### src/rtl/bcd_clock_counter.sv
// BCD HH:MM:SS time-of-day counter with 24h/12h format, prescaler, run/pause,
// validated load and tick pulses. Define DAY_COUNTER_EN to add a day-of-week counter.
module bcd_clock_counter #(
  parameter int MODE_24H = 1,
  parameter int TICK_DIV = 1
) (
  input  logic       clk_1hz,
  input  logic       rst_n,
  input  logic       run_en,
  input  logic       time_ow,
  input  logic [3:0] sec_in_o,
  input  logic [3:0] sec_in_t,
  input  logic [3:0] min_in_o,
  input  logic [3:0] min_in_t,
  input  logic [3:0] hr_in_o,
  input  logic [3:0] hr_in_t,
  input  logic       pm_in,
`ifdef DAY_COUNTER_EN
  input  logic [2:0] day_in,
  output logic [2:0] day_out,
  output logic       day_tick,
`endif
  output logic [3:0] sec_out_o,
  output logic [3:0] sec_out_t,
  output logic [3:0] min_out_o,
  output logic [3:0] min_out_t,
  output logic [3:0] hr_out_o,
  output logic [3:0] hr_out_t,
  output logic       pm_out,
  output logic       sec_tick,
  output logic       min_tick,
  output logic       hr_tick,
  output logic       load_err
);

  localparam int PW = (TICK_DIV > 1) ? $clog2(TICK_DIV) : 1;
  localparam logic [PW-1:0] PRESC_LAST = PW'(TICK_DIV - 1);
  localparam logic [3:0] HR_T_RST = (MODE_24H != 0) ? 4'd0 : 4'd1;
  localparam logic [3:0] HR_O_RST = (MODE_24H != 0) ? 4'd0 : 4'd2;

  logic [PW-1:0] presc_q, presc_d;
  logic [3:0] sec_o_q, sec_o_d, sec_t_q, sec_t_d;
  logic [3:0] min_o_q, min_o_d, min_t_q, min_t_d;
  logic [3:0] hr_o_q, hr_o_d, hr_t_q, hr_t_d;
  logic pm_q, pm_d;
  logic sec_tick_q, sec_tick_d, min_tick_q, min_tick_d, hr_tick_q, hr_tick_d;
  logic load_err_q, load_err_d;
  logic sec_ok, min_ok, hr_ok, day_ok, load_ok, advance, hr_carry, midnight;
`ifdef DAY_COUNTER_EN
  logic [2:0] day_q, day_d;
  logic day_tick_q, day_tick_d;
`endif

  always_comb begin
    sec_ok = (sec_in_t <= 4'd5) && (sec_in_o <= 4'd9);
    min_ok = (min_in_t <= 4'd5) && (min_in_o <= 4'd9);
    if (MODE_24H != 0)
      hr_ok = ((hr_in_t < 4'd2) && (hr_in_o <= 4'd9)) ||
              ((hr_in_t == 4'd2) && (hr_in_o <= 4'd3));
    else
      hr_ok = ((hr_in_t == 4'd0) && (hr_in_o >= 4'd1) && (hr_in_o <= 4'd9)) ||
              ((hr_in_t == 4'd1) && (hr_in_o <= 4'd2));
`ifdef DAY_COUNTER_EN
    day_ok = (day_in <= 3'd6);
`else
    day_ok = 1'b1;
`endif
    load_ok = sec_ok && min_ok && hr_ok && day_ok;
  end

  always_comb begin
    presc_d    = presc_q;
    sec_o_d    = sec_o_q;
    sec_t_d    = sec_t_q;
    min_o_d    = min_o_q;
    min_t_d    = min_t_q;
    hr_o_d     = hr_o_q;
    hr_t_d     = hr_t_q;
    pm_d       = pm_q;
    sec_tick_d = 1'b0;
    min_tick_d = 1'b0;
    hr_tick_d  = 1'b0;
    load_err_d = 1'b0;
    advance    = 1'b0;
    hr_carry   = 1'b0;
    midnight   = 1'b0;
`ifdef DAY_COUNTER_EN
    day_d      = day_q;
    day_tick_d = 1'b0;
`endif

    if (time_ow) begin
      if (load_ok) begin
        presc_d = '0;
        sec_o_d = sec_in_o;
        sec_t_d = sec_in_t;
        min_o_d = min_in_o;
        min_t_d = min_in_t;
        hr_o_d  = hr_in_o;
        hr_t_d  = hr_in_t;
        pm_d    = (MODE_24H != 0) ? 1'b0 : pm_in;
`ifdef DAY_COUNTER_EN
        day_d   = day_in;
`endif
      end else begin
        load_err_d = 1'b1;
      end
    end else if (run_en) begin
      if (presc_q == PRESC_LAST) begin
        presc_d = '0;
        advance = 1'b1;
      end else begin
        presc_d = presc_q + 1'b1;
      end
    end

    // Seconds/minutes cascade; hr_carry flags the full MM:SS wrap.
    if (advance) begin
      sec_tick_d = 1'b1;
      if (sec_o_q == 4'd9) begin
        sec_o_d = '0;
        if (sec_t_q == 4'd5) begin
          sec_t_d    = '0;
          min_tick_d = 1'b1;
          if (min_o_q == 4'd9) begin
            min_o_d = '0;
            if (min_t_q == 4'd5) begin
              min_t_d   = '0;
              hr_tick_d = 1'b1;
              hr_carry  = 1'b1;
            end else begin
              min_t_d = min_t_q + 4'd1;
            end
          end else begin
            min_o_d = min_o_q + 4'd1;
          end
        end else begin
          sec_t_d = sec_t_q + 4'd1;
        end
      end else begin
        sec_o_d = sec_o_q + 4'd1;
      end
    end

    if (hr_carry) begin
      if ((MODE_24H != 0) && (hr_t_q == 4'd2) && (hr_o_q == 4'd3)) begin
        hr_t_d   = '0;
        hr_o_d   = '0;
        midnight = 1'b1;
      end else if ((MODE_24H == 0) && (hr_t_q == 4'd1) && (hr_o_q == 4'd2)) begin
        hr_t_d = 4'd0;
        hr_o_d = 4'd1;
      end else if ((MODE_24H == 0) && (hr_t_q == 4'd1) && (hr_o_q == 4'd1)) begin
        hr_o_d   = 4'd2;
        pm_d     = ~pm_q;
        midnight = pm_q;
      end else if (hr_o_q == 4'd9) begin
        hr_o_d = '0;
        hr_t_d = hr_t_q + 4'd1;
      end else begin
        hr_o_d = hr_o_q + 4'd1;
      end
    end

`ifdef DAY_COUNTER_EN
    if (midnight) begin
      day_d      = (day_q == 3'd6) ? 3'd0 : day_q + 3'd1;
      day_tick_d = 1'b1;
    end
`endif
  end

  always_ff @(posedge clk_1hz or negedge rst_n) begin
    if (!rst_n) begin
      presc_q    <= '0;
      sec_o_q    <= '0;
      sec_t_q    <= '0;
      min_o_q    <= '0;
      min_t_q    <= '0;
      hr_o_q     <= HR_O_RST;
      hr_t_q     <= HR_T_RST;
      pm_q       <= 1'b0;
      sec_tick_q <= 1'b0;
      min_tick_q <= 1'b0;
      hr_tick_q  <= 1'b0;
      load_err_q <= 1'b0;
`ifdef DAY_COUNTER_EN
      day_q      <= '0;
      day_tick_q <= 1'b0;
`endif
    end else begin
      presc_q    <= presc_d;
      sec_o_q    <= sec_o_d;
      sec_t_q    <= sec_t_d;
      min_o_q    <= min_o_d;
      min_t_q    <= min_t_d;
      hr_o_q     <= hr_o_d;
      hr_t_q     <= hr_t_d;
      pm_q       <= pm_d;
      sec_tick_q <= sec_tick_d;
      min_tick_q <= min_tick_d;
      hr_tick_q  <= hr_tick_d;
      load_err_q <= load_err_d;
`ifdef DAY_COUNTER_EN
      day_q      <= day_d;
      day_tick_q <= day_tick_d;
`endif
    end
  end

  assign sec_out_o = sec_o_q;
  assign sec_out_t = sec_t_q;
  assign min_out_o = min_o_q;
  assign min_out_t = min_t_q;
  assign hr_out_o  = hr_o_q;
  assign hr_out_t  = hr_t_q;
  assign pm_out    = pm_q;
  assign sec_tick  = sec_tick_q;
  assign min_tick  = min_tick_q;
  assign hr_tick   = hr_tick_q;
  assign load_err  = load_err_q;
`ifdef DAY_COUNTER_EN
  assign day_out   = day_q;
  assign day_tick  = day_tick_q;
`endif

endmodule

### config.mk
export PLATFORM = sky130hd
export DESIGN_NAME = bcd_clock_counter
export DESIGN_NICKNAME = d
export VERILOG_FILES = /design/src/rtl/bcd_clock_counter.sv
export SDC_FILE = /design/constraint.sdc
export NUM_CORES = 1
export LEC_CHECK = 0
export BUFFER_PORTS_ARGS = -buffer_cell sky130_fd_sc_hd__buf_4
export CAP_MARGIN = 20
export CORE_MARGIN = 2
export CORE_UTILIZATION = 53
export CTS_CLUSTER_SIZE = 28
export DETAILED_ROUTE_END_ITERATION = 10
export PLACE_DENSITY = 0.82
export SYNTH_ARGS = -nofsm -noshare
export SYNTH_HDL_FRONTEND = slang
export SYNTH_SLANG_ARGS = --single-unit
### constraint.sdc
create_clock -name clk_1hz -period 4.5 [get_ports clk_1hz]
set_input_delay 0.9 -clock clk_1hz [delete_from_list [all_inputs] [get_ports clk_1hz]]
set_output_delay 0.9 -clock clk_1hz [all_outputs]
set_load 0.03 [all_outputs]
# Word-level counts from Yosys, hierarchy flattened
# Cells that the tools add are included.
# word_totals
output_inout_bits	29
ff_bits	29
elab_cells	100
in_bits	29
# op_classes
add_sub_neg	7
eq_ne	9
reduce_logical	16
n_lt_le_gt_ge	7
n_mux	50
# ops
op	count
$mux W4	32
$add A4 B1 Y4 const B	6
$mux W1	18
$eq A4 B2 Y1 const B	3
$eq A4 B4 Y1 const B	3
$le A4 B4 Y1 const B	3
$reduce_bool A2 Y1	5
$eq A4 B3 Y1 const B	2
$le A4 B3 Y1 const B	2
$logic_and A1 B1 Y1	7
$reduce_and A2 Y1	3
$le A4 B2 Y1 const B	1
$lt A4 B2 Y1 const B	1
$ne A2 B1 Y1 const B	1
$add A1 B1 Y1 const B	1
$logic_or A1 B1 Y1	1

# Longest topological paths before layout
# Gate-level depths: netlist of run 1.
# logic_depth
word_depth	10
ltp_mapped	6
mapped_depth_nobuf	6

# Least setup slack after synthesis of run 1
# No wires, ideal clock.
# synth_timing
kind	input -> register
startpoint	input port sec_in_t[2]
endpoint	register sec_o_q[1], in the netlist sec_out_o[1]
n_path_buf	0
path_stages	4
arrival_ns	2.094
path_slack_ns	2.280
setup_ns	0.126
t_required_ns	4.374
cell_sequence	a222oi_1 -> nand4_2 -> a21o_1 -> a221o_1
# synth_via
elab_chain_cells	6
# synth_rtl
element	line	source
start: declaration	12	input logic [3:0] sec_in_t,
$le A4 B3 Y1	55	sec_ok = (sec_in_t <= 4'd5) && (sec_in_o <= 4'd9);
$logic_and A1 B1 Y1	55	
$logic_and A1 B1 Y1 (2 in a row)	68	load_ok = sec_ok && min_ok && hr_ok && day_ok;
$reduce_bool A2 Y1 (no source line)	n/a	
$reduce_and A2 Y1 (no source line)	n/a	
end signal: assignment	193	sec_o_q <= sec_o_d;
end: declaration	42	logic [3:0] sec_o_q, sec_o_d, sec_t_q, sec_t_d;
# Every way passes these cells.
# A chain may end at the register's enable or synchronous reset.

# Final worst setup path of run 1
# layout_timing
startpoint	input port sec_in_t[2]
endpoint	register sec_o_q[3], in the netlist sec_out_o[3]
# The elaborated chain is that of the path after synthesis.

==> results of run 1 <==
==> how the worst max path moves through the flow <==
stage                                     to        start  cells after the start  slack [ps]
finish              sec_out_o[3]$_DFFE_PN0P_  sec_in_t[2]                      5        1840
CTS                 sec_out_o[3]$_DFFE_PN0P_  sec_in_t[2]                      5        1850
detailed placement  sec_out_o[3]$_DFFE_PN0P_  sec_in_t[2]                      5        1470
global route        sec_out_o[3]$_DFFE_PN0P_  sec_in_t[2]                      5        1730
floorplan           sec_out_o[1]$_DFFE_PN0P_  sec_in_t[2]                      4        2280
global placement    sec_out_o[3]$_DFFE_PN0P_  sec_in_t[2]                      5        1510
==> power by group <==
part | internal [uW] | switching (uW) | total (uW)
sequential | 276 | 41.6 | 317
clock | 90.3 | 78.2 | 168
combinational | 78.5 | 99.9 | 178
total | 445 | 220 | 664
==> through the flow <==
step / total power (uW) / utilization, % / instances / cell area, um2 / hold slack (ps)
2_1_floorplan: 418 / - / 176 / 1680 / 604
3_3_place_gp: 494 / 69.9 / 270 / 2120 / 541
3_5_place_dp: 501 / 69.9 / 270 / 2120 / 552
4_1_cts: 668 / 71.6 / 274 / 2170 / 449
5_1_grt: 694 / 71.6 / 274 / 2170 / 452
6_report: 664 / 71.6 / 274 / 2170 / 448
==> metal layers <==
| layer | vias up | GRT usage [%] | wire length [um] |
|---|---|---|---|
| li1 | 775 | - | - |
| met1 | 777 | 31.2 | 1740 |
| met2 | 54 | 41.0 | 2120 |
| met3 | 7 | 2.81 | 276 |
| met4 | 0 | 8.25 | 50 |
| met5 | - | 0 | 0 |
==> final cells by class <==
class,count,share of cell area [%]
Timing Repair Buffer,55,19.0
Tap cell,44,2.54
Inverter,9,1.56
Clock inverter,1,1.38
Clock buffer,3,1.04
Multi-Input combinational cell,134,42.1
Sequential cell,28,32.3
==> flip-flops by register name, summed over array words and instances (netlist names) <==
| signal | flops |
|---|---|
| min_out_t | 4 |
| hr_out_t | 4 |
| min_tick | 1 |
| sec_tick | 1 |
| sec_out_t | 4 |
| load_err | 1 |
| hr_tick | 1 |
| min_out_o | 4 |
| sec_out_o | 4 |
| hr_out_o | 4 |
==> kinds of logic (layout without fill, tap and decap cells) <==
kind of cell               Yosys count  count (layout)
and+or+nand+nor                     67              67
AOI/OAI and AO/OA                   50              50
DFF                                 28              28
buffers and inverters               14              68
muxes                                8               8
adders and majority gates            4               4
xor gates and xnor gates             4               4
other                                1               1
==> layout by cell type, fill, tap and decap left out, types with 2 or more instances in the layout <==
| cell type | instances |
|---|---|
| nand2b_1 | 2 |
| mux2i_1 | 7 |
| nor3_1 | 4 |
| dfrtp_1 | 28 |
| buf_4 | 55 |
| nor2_1 | 8 |
| ha_1 | 4 |
| o22ai_1 | 6 |
| clkbuf_4 | 3 |
| inv_1 | 9 |
| a31oi_1 | 2 |
| nand2_1 | 21 |
| o211ai_1 | 2 |
| a32oi_1 | 2 |
| a21o_1 | 3 |
| a211oi_1 | 3 |
| nor2b_1 | 4 |
| xnor2_1 | 3 |
| a21oi_1 | 8 |
| a221o_1 | 2 |
| and4_1 | 4 |
| o21ai_0 | 9 |
| and4bb_2 | 3 |
| nand3_1 | 12 |
==> summary.md, run 1 <==
| Metric | Value |
|---|---|
| CTS tree | yes |
| Most frequent cell after synthesis | dfrtp_1 |
| CTS Root Buffer Type | clkbuf_4 |
| CTS Buf Count | 3 |
| CP Buf/Inv Count | 1 |
| DR iter-0 viols | 54 |
| Final cycle utilization of the critical path | around three fifths |
| Final setup viols | 0 |
| Max incr delay on CP | 870 ps |
| Total Neg Setup Slack | 0 ps |
| CTS sink count | 28 |
| Relative slew slack | between 40% and 50% |
| HPWL Detailed | between 3000 and 4000 um |
| Via/cell ratio | ~5.9 |
| Final WL | 4190 um |
| Async S/R FF share, synth | between 90% and 100% |
| Fin. Hold Viols | 0 |
| Pleak | 0.00104 uW |
| # Max-Cap Violations | 0 |
| Adder-Cell Fraction of Synth Area | under 10% |
| Synth warn | 0 |
| # diodes | 0 |
| Hold WC Path Type | input port to asynchronous set/reset pin |
| Final number of max-transition violations | 0 |
| Post-synth EDFFs | 0 |
| Compound-gate portion of the synthesized area | 21.0% |
| Synth Area in XOR/XNOR | under 10% |
| CP Capture Type | flip-flop |
| Die area | 0.00363 mm2 |
| Gr ovfl total | 0 |
| DR DRC count | 0 |
| Footprint of the multi-input gates | roughly 910 um2 |
| CP Max Fanout | 22 |
| # nets final | 264 |
| Most common flop cell mapped by yosys | dfrtp_1 |
| Fillers | about 250 |
| Final setup skew | between 7 and 8 ps |
| VDD IR-drop max | 181 uV |
| Vias | approximately 1600 |
| Clk pin slew, worst setup/hold paths | ~150 ps |
| Critical Path AT | about 3000 ps |
| Syn Inst Count | ~180 |
| Post-synth top area share | about two fifths |
| Number of nets still failing antenna checks after routing | 0 |
| Dominant cells by area after synthesis | dfrtp_1 (42%), nand2_1 (4.7%), mux2i_1 (4.2%), nand3_1 (3.6%), ha_1 (3.0%) |
| Die Height | between 60 and 70 um |
| Fmax | 375 MHz |
| Worst-Margin Slew | 875 ps |
| Yosys top cell by area | dfrtp_1 |
| Core area | between 0.003 and 0.004 mm2 |
| Dpl ws | between 1000 and 1500 ps |
| CP Cell Sequence | buf_4, a222oi_1, and4_1, o21ai_0, a221o_1 |
| Die width | approximately 60 um |
| Pwr Density | a little over 300 mW/mm2 |
| Later-pin clock latency in the skew report | 340 ps |
| Row Count | 20 |
| Capturing point of the worst reg2reg path | hr_out_t[2]$_DFF_PN0_ |
| GRT Overall Usage | approximately a quarter |
| Clock Path Buffers | 2 |
| Resize count post-CTS | 0 |
| Post-synthesis simple-gate area fraction | a little under a quarter |
| Unrepaired setup endpoints after global routing | no |
| Final worst setup slack | ~1800 ps |
| Port Buffers | 55 |
| Seq/Total Area, Yosys | 41.8% |
| Synth top cells by count | dfrtp_1 (28), nand2_1 (21), nand3_1 (12) |
| Initial DRT Pass Iterations | 4 |
| Post-synthesis register bit count | 28 |
| Wire length per cell | between 15 and 20 um |
| Vias in the first global route | approximately 1500 |
| CTS Hold Bufs | 0 |
| Min Tclk post-route | approximately 2700 ps |
| Startpoint Class | input port |
| CTS H-tree lvls | 1 |
| Storage element area | roughly 700 um2 |
| Gpl congestion | 0.819 |
| Layout area overhead | 29.3% |
| Post-synthesis mux area share | 4.85% |
| CP Data Required Time | 4750 ps |
| Slowest cell on the critical path | and4_1 |
| Initial antenna violation count | 0 |
| I/O pins | 58 |
| Worst R2R Path Depth | 5 |
| Initial core utilization | a little under three fifths |
| Mapped cell area | approximately 0.0017 mm2 |
| Distinct cells, synth | 50 |
| Reg2Reg Setup Slack | ~2500 ps |
| Share of cells above drive strength 1 | between 30% and 40% |
| Largest net degree at the start of global routing | 29 |
| Main combinational cell family by area after synthesis | simple AND/OR/NAND/NOR gates |
| Synth Area per Inst | about 9.5 um2 |
| Reg-to-Reg Start | sec_out_o[1]$_DFFE_PN0P_ |
| Setup bufs post-CTS | 0 |
| Critical path type | input port to flip-flop |
| First-pass GRT wire length | 6640 um |
| Crit path max-delay family | compound AO/OA/AOI/OAI gates |
| Syn_nets | 209 |
| Status | complete, no violations |
Note: power is estimated with default switching activity, not from simulation.
==> inputs of run 2 (changes only) <==
- ABC_AREA: not set -> 1
- CORE_UTILIZATION: 53 -> 47
- PLACE_DENSITY: 0.82 -> 0.75
- clock period: 4.5 -> 2.2 ns (I/O delays scaled with it)
==> run 2 against run 1 <==
  * Utilization down 9.8 points
  * Non-clock buffer count up 3
  * Via count up 20%
  * Design area up 13%
  * Worst setup slack worse by 1300 ps
  * Wire length up 6.6%
  * Final cell count up 41%
  * Synthesized cell count up 59%
  * Highest routed layer unchanged
  * Clock skew up 5.9 ps
  * Global-route usage down 2.3 points
==> summary.md, run 2 <==
| Metric | Value |
|---|---|
| Dominant cells by area after synthesis | dfrtp_1 (36%), nand2_1 (16%), nand3_1 (11%), inv_1 (6.8%), o21ai_0 (4.4%) |
| Vias | 1932 |
| Startpoint Class | flip-flop |
| Resize count post-CTS | 0 |
| Seq/Total Area, Yosys | 36.5% |
| Pleak | between 0.001 and 0.0015 uW |
| Met2 usage | between 30% and 40% |
| Reg-to-Reg Start | sec_out_o[1]$_DFFE_PN0P_ |
| First-pass GRT wire length | 7780 um |
| Fmax | roughly 590 MHz |
| Post-synth EDFFs | 0 |
| Yosys top cell by area | dfrtp_1 |
| Fin. Hold Viols | 0 |
| Largest net degree at the start of global routing | 29 |
| Final WL | ~4500 um |
| GRT Overall Usage | about 22% |
| CTS Hold Bufs | 0 |
| Total Neg Setup Slack | 0 ps |
| Vias in the first global route | between 1500 and 2000 |
| Inst Count DP | between 300 and 400 |
| Die Height | between 60 and 70 um |
| Gpl congestion | 0.853 |
| Share of cells above drive strength 1 | between 20% and 30% |
| Min Tclk post-route | about 1700 ps |
| Met3 Usage GRT | under 10% |
| Worst R2R Path Depth | 9 |
| Die area | between 0.004 and 0.005 mm2 |
| Final cycle utilization of the critical path | around 77% |
| DR DRC count | 0 |
| DR iter-0 viols | 84 |
| Synth top cells by count | nand2_1 (81), nand3_1 (41), inv_1 (35) |
| # Max-Cap Violations | 0 |
| Grt met1 use | between 20% and 30% |
| CTS Root Buffer Type | clkbuf_8 |
| Row Count | 23 |
| Mapped cell area | 0.00192 mm2 |
| Final setup skew | roughly 14 ps |
| Synth Area per Inst | around 6.9 um2 |
| Later-pin clock latency in the skew report | a little under 300 ps |
| Gr ovfl total | 0 |
| Capturing point of the worst reg2reg path | hr_out_t[0]$_DFF_PN0_ |
| CTS H-tree lvls | 1 |
| Most frequent cells in the layout | nand2_1 (81), buf_4 (58), nand3_1 (41), inv_1 (35), dfrtp_1 (28) |
| Footprint of the multi-input gates | 0.00103 mm2 |
| Die width | between 60 and 70 um |
| Final number of max-transition violations | 0 |
| CTS sink count | 28 |
| Post-DP Area | 0.00238 mm2 |
| Most common flop cell mapped by yosys | dfrtp_1 |
| Async S/R FF share, synth | 100% |
| Number of nets still failing antenna checks after routing | 0 |
| Status | complete, no violations |
| Fin cells | approximately 390 |
| CTS Buf Count | 3 |
| CP Data Required Time | ~2400 ps |
| CTS tree | yes |
| VDD IR-drop max | just over 600 uV |
| Critical path type | flip-flop to flip-flop |
| Initial antenna violation count | 0 |
| Critical Path AT | between 1500 and 2000 ps |
| Syn Inst Count | around 280 |
| Via/cell ratio | approximately 5 |
| Final non-filler cell area | 0.00245 mm2 |
| Storage element area | between 700 and 800 um2 |
| # diodes | 0 |
| Worst hold margin | ~56 ps |
| Distinct cells, synth | 33 |
| Syn_nets | ~310 |
| Layout area overhead | 27.7% |
| Fillers | approximately 380 |
| Initial DRT Pass Iterations | 4 |
| I/O pins | 58 |
| # nets final | about 370 |
| Clock Path Buffers | 2 |
| Setup bufs post-CTS | 0 |
| Clk pin slew, worst setup/hold paths | around 110 ps |
| HPWL Detailed | between 3000 and 4000 um |
| Post-synthesis register bit count | 28 |
| Total Power | between 1500 and 2000 uW |
| Post-synth top area share | a little over a third |
| Wire length per cell | approximately 12 um |
| Reg2Reg Setup Slack | about 520 ps |
| Initial core utilization | 48.4% |
| Synth warn | 0 |
| Pwr Density | between 700 and 800 mW/mm2 |
| Most frequent cell after synthesis | nand2_1 |
| CP Capture Type | flip-flop |
| CP Max Fanout | 14 |
| Commonest non-fill, non-tap cell in the layout | nand2_1 |
| Core area | 0.00397 mm2 |
| Hold WC Path Type | input port to asynchronous set/reset pin |
| GR peak layer | met2 |
| Port Buffers | 55 |
| Unrepaired setup endpoints after global routing | no |
| Final setup viols | 0 |
-- run 2: changes by cell type after synthesis, sizes merged, moves of 4 or more --
| cell | before | now |
|---|---|---|
| and4 | 4 | 0 |
| inv | 9 | 38 |
| mux2i | 7 | 0 |
| o21ai | 9 | 18 |
| o22ai | 6 | 0 |
| nand3 | 12 | 42 |
| nor2b | 4 | 0 |
| nand2 | 21 | 87 |
| nor2 | 9 | 24 |
| a21oi | 9 | 13 |
-- run 2: worst max path at each step --
| stage | to | slack (ps) | start |
|---|---|---|---|
| 6_report | hr_out_t[0]$_DFF_PN0_ | 520 | sec_out_o[1]$_DFFE_PN0P_ |
| 5_1_grt | hr_out_t[2]$_DFF_PN0_ | 290 | sec_out_o[2]$_DFFE_PN0P_ |
| 4_1_cts | hr_out_t[1]$_DFF_PN0_ | 510 | sec_out_o[1]$_DFFE_PN0P_ |
| 3_5_place_dp | hr_out_t[1]$_DFF_PN0_ | 360 | time_ow |
| 3_3_place_gp | hr_out_t[1]$_DFF_PN0_ | 390 | time_ow |
| 2_1_floorplan | hr_out_o[2]$_DFFE_PN0P_ | 600 | sec_out_o[2]$_DFFE_PN0P_ |
-- run 2: metal layers --
layer	vias up	routed length, um
li1	996	-
met2	51	2210
met5	-	0
met3	4	227
met4	0	19
met1	881	2000
-- run 2: layout make-up --
cell class                      instances  share of cell area, %
Timing Repair Buffer                   58                   17.7
Multi-Input combinational cell        205                   42.1
Clock buffer                            3                   1.68
Inverter                               40                   6.12
Sequential cell                        28                   28.6
Clock inverter                          1                   1.22
Tap cell                               50                   2.55
-- run 2: critical path: stages (launching register included) --
cell and delay (ps):
dfrtp_1 430, inv_1 130, nand2_2 70, nor2_4 140, nand2_4 110, nor2_8 160, nand3_4 210, clkinv_1 130
nand2_1 80, a21oi_1 150
-- run 2: where the power goes --
| group | internal [uW] | switching, uW | total, uW |
|---|---|---|---|
| logic | 259 | 415 | 674 |
| clock network | 244 | 174 | 418 |
| registers | 592 | 102 | 695 |
| total | 1100 | 691 | 1790 |
-- run 2: cells by family after synthesis --
logic type / count (synthesis) / share of synthesized area (%)
buf+inv: 46 / 9.77
fa+ha+maj: 4 / 2.60
simple gates: 161 / 39.3
flops: 28 / 36.5
other cells: 1 / 0.195
compound gates: 34 / 9.38
xor+xnor: 5 / 2.28
-- run 2: through the flow --
stage	util, %	worst slack, ps
2_1_floorplan	-	598
3_3_place_gp	60.0	394
3_5_place_dp	60.0	356
4_1_cts	61.8	507
5_1_grt	61.8	286
6_report	61.8	515
==> inputs of run 3 (changes only) <==
- clock period: 2.2 -> 1.4 ns (I/O delays scaled with it)
==> run 3 against run 2 <==
  * The run now ends with setup timing left
  * Register-to-register slack got worse by 530 ps
  * First-iteration DRC count increased by 80%
  * Non-clock buffer count increased by 50
  * Utilization increased by 12 points
  * Design area increased by 20%
  * Wire length increased by 18%
  * Die area unchanged
  * Via count increased by 12%
  * Worst setup slack got worse by 530 ps
  * Worst hold slack improved by 200 ps
  * Clock power increased by 23%
  * Critical endpoint is now hr_out_t[2]$_DFF_PN0_
==> summary.md, run 3 (synthesis results as in run 2) <==
| Metric | Value |
|---|---|
| Critical path type | flip-flop to flip-flop |
| Pleak | ~0.0017 uW |
| CP Cell Sequence | inv_1, ha_1, nand3_1, nor2_4, inv_1, a21oi_4, o21ai_2 |
| Final non-filler cell area | 0.00295 mm2 |
| CTS H-tree lvls | 1 |
| Fmax | 709 MHz |
| Final setup viols | 4 |
| Flop pwr share | between 30% and 40% |
| Startpoint Class | flip-flop |
| Clock Path Buffers | 2 |
| # nets final | between 400 and 500 |
| Worst R2R Path Depth | 7 |
| Commonest non-fill, non-tap cell in the layout | buf_4 |
| Final cycle utilization of the critical path | 101% |
| Sw Ratio | around two fifths |
| Fillers | around 330 |
| Comb power frac | 50.1% |
| CTS sink count | 28 |
| Clk pwr share | about 17% |
| M1 WL | ~2200 um |
| Crit path max-delay family | flip-flops |
| Number of nets still failing antenna checks after routing | 0 |
| Fin cells | between 400 and 500 |
| Post-layout util | around three quarters |
| First-pass GRT wire length | approximately 8400 um |
| HPWL Detailed | about 3900 um |
| Met2 WL | approximately 2700 um |
| Initial DRT Pass Iterations | 5 |
| Final WL | 5260 um |
| Critical path depth in cells | 7 |
| Final number of max-transition violations | 0 |
| Top Metal Used | met4 |
| Gpl congestion | approximately 0.85 |
| Initial core utilization | about half |
| I/O pins | 58 |
| Failing checks | setup timing |
| Die area | about 0.0046 mm2 |
| Total Power | just over 3000 uW |
| Fin. Hold Viols | 0 |
| Vias | 2159 |
| Hold WC Path Type | input port to flip-flop |
| Vias in the first global route | 1945 |
| Min Tclk post-route | around 1400 ps |
| Core area | a little under 0.004 mm2 |
| Final setup skew | 4.52 ps |
| DR iter-0 viols | about 150 |
| CP Max Fanout | 6 |
| Status | complete, but fails checks |
| Port Buffers | 55 |
| Most frequent cells in the layout | buf_4 (102), nand2_1 (74), nand3_1 (39), inv_1 (30), dfrtp_1 (18) |
| Met3 wire length | ~250 um |
| CTS Buf Count | 3 |
| Largest net degree at the start of global routing | 29 |
| Via/cell ratio | between 4 and 5 |
| Worst hold path depth | 3 |
| Later-pin clock latency in the skew report | 280 ps |
| Wire length per cell | approximately 12 um |
| Post-DP Area | 0.00272 mm2 |
| Max incr delay on CP | 400 ps |
| Clk pin slew, worst setup/hold paths | roughly 100 ps |
| GRT Overall Usage | 23.7% |
| Row Count | 23 |
| CP Buf/Inv Count | 2 |
| CTS tree | yes |
| CP Data Required Time | approximately 1600 ps |
| Sw power | about 1200 uW |
| Critical Path AT | approximately 1600 ps |
| Pwr Density | about 1100 mW/mm2 |
| Layout area overhead | 53.4% |
| Unrepaired setup endpoints after global routing | yes |
| CP Capture Type | flip-flop |
| Die Height | slightly below 70 um |
| Inst Count DP | ~420 |
| Die width | ~68 um |
| DR DRC count | 0 |
| Gr ovfl total | 0 |
| Storage element area | slightly above 700 um2 |
| # Max-Cap Violations | 0 |
| Slowest cell on the critical path | dfrtp_1 |
| Most frequent CP cell | inv_1 |
| Share of cells above drive strength 1 | roughly two fifths |
| Initial antenna violation count | 0 |
| Final worst setup slack | -11.4 ps |
| Int Pwr | approximately 1900 uW |
| CTS Root Buffer Type | clkbuf_8 |
| Footprint of the multi-input gates | between 0.001 and 0.0015 mm2 |
| VDD IR-drop max | 1050 uV |
| # diodes | 0 |
[run 3: per-stage QoR]
step	hold WS, ps	setup TNS [ps]	setup WS, ps
global route	251	-1040	-129
detailed placement	229	-2240	-154
CTS	255	-170	-39.7
finish	258	-22.9	-11.4
global placement	226	-1380	-113
floorplan	-15.6	-762	-121
[run 3: final timing paths]
| kind | startpoint | endpoint | slack (ps) |
|---|---|---|---|
| max | hr_out_t[0]$_DFF_PN0_ | hr_out_t[2]$_DFF_PN0_ | -10 |
| max reg2reg | hr_out_t[0]$_DFF_PN0_ | hr_out_t[2]$_DFF_PN0_ | -10 |
| min reg2reg | hr_out_t[3]$_DFF_PN0_ | hr_out_t[3]$_DFF_PN0_ | 610 |
| min | time_ow | load_err$_DFF_PN0_ | 260 |
| max in group asynchronous | rst_n | sec_out_o[2]$_DFFE_PN0P_ | 640 |
| min in group asynchronous | rst_n | sec_out_t[3]$_DFF_PN0_ | 460 |
[run 3: layout make-up]
class / count / area share [%]
Timing Repair Buffer: 108 / 28.2
Tap cell: 50 / 2.12
Sequential cell: 28 / 24.2
Clock buffer: 4 / 1.87
Multi-Input combinational cell: 205 / 38.4
Inverter: 40 / 5.22
[run 3: power groups by stage]
stage	Combinational [uW]	Sequential [uW]	Clock, uW
final	1550	1030	516
after detailed placement	1450	1020	0
after CTS	1500	1020	525
after global routing	1700	1040	558
after global placement	1420	1020	0
after floorplan	475	1340	0
[run 3: tightest hold or removal path, cell delays in order]
cell and delay [ps]:
buf_4 110, inv_2 60, nor2_1 50
[run 3: layer usage]
layer | vias up | track usage (%)
li1 | 1099 | -
met1 | 1000 | 30.3
met2 | 56 | 42.6
met3 | 4 | 3.29
met4 | 0 | 4.25
met5 | - | 0
[run 3: what timing repair did]
| item | 4_1_cts | 5_1_grt |
|---|---|---|
| endpoints found under the hold margin | 28 | 0 |
| gates resized for setup | 15 | 18 |
| setup buffers | 4 | 3 |
| hold buffers | 1 | 0 |
| endpoints found under the setup margin | 14 | 18 |
| pin swaps | 5 | 2 |
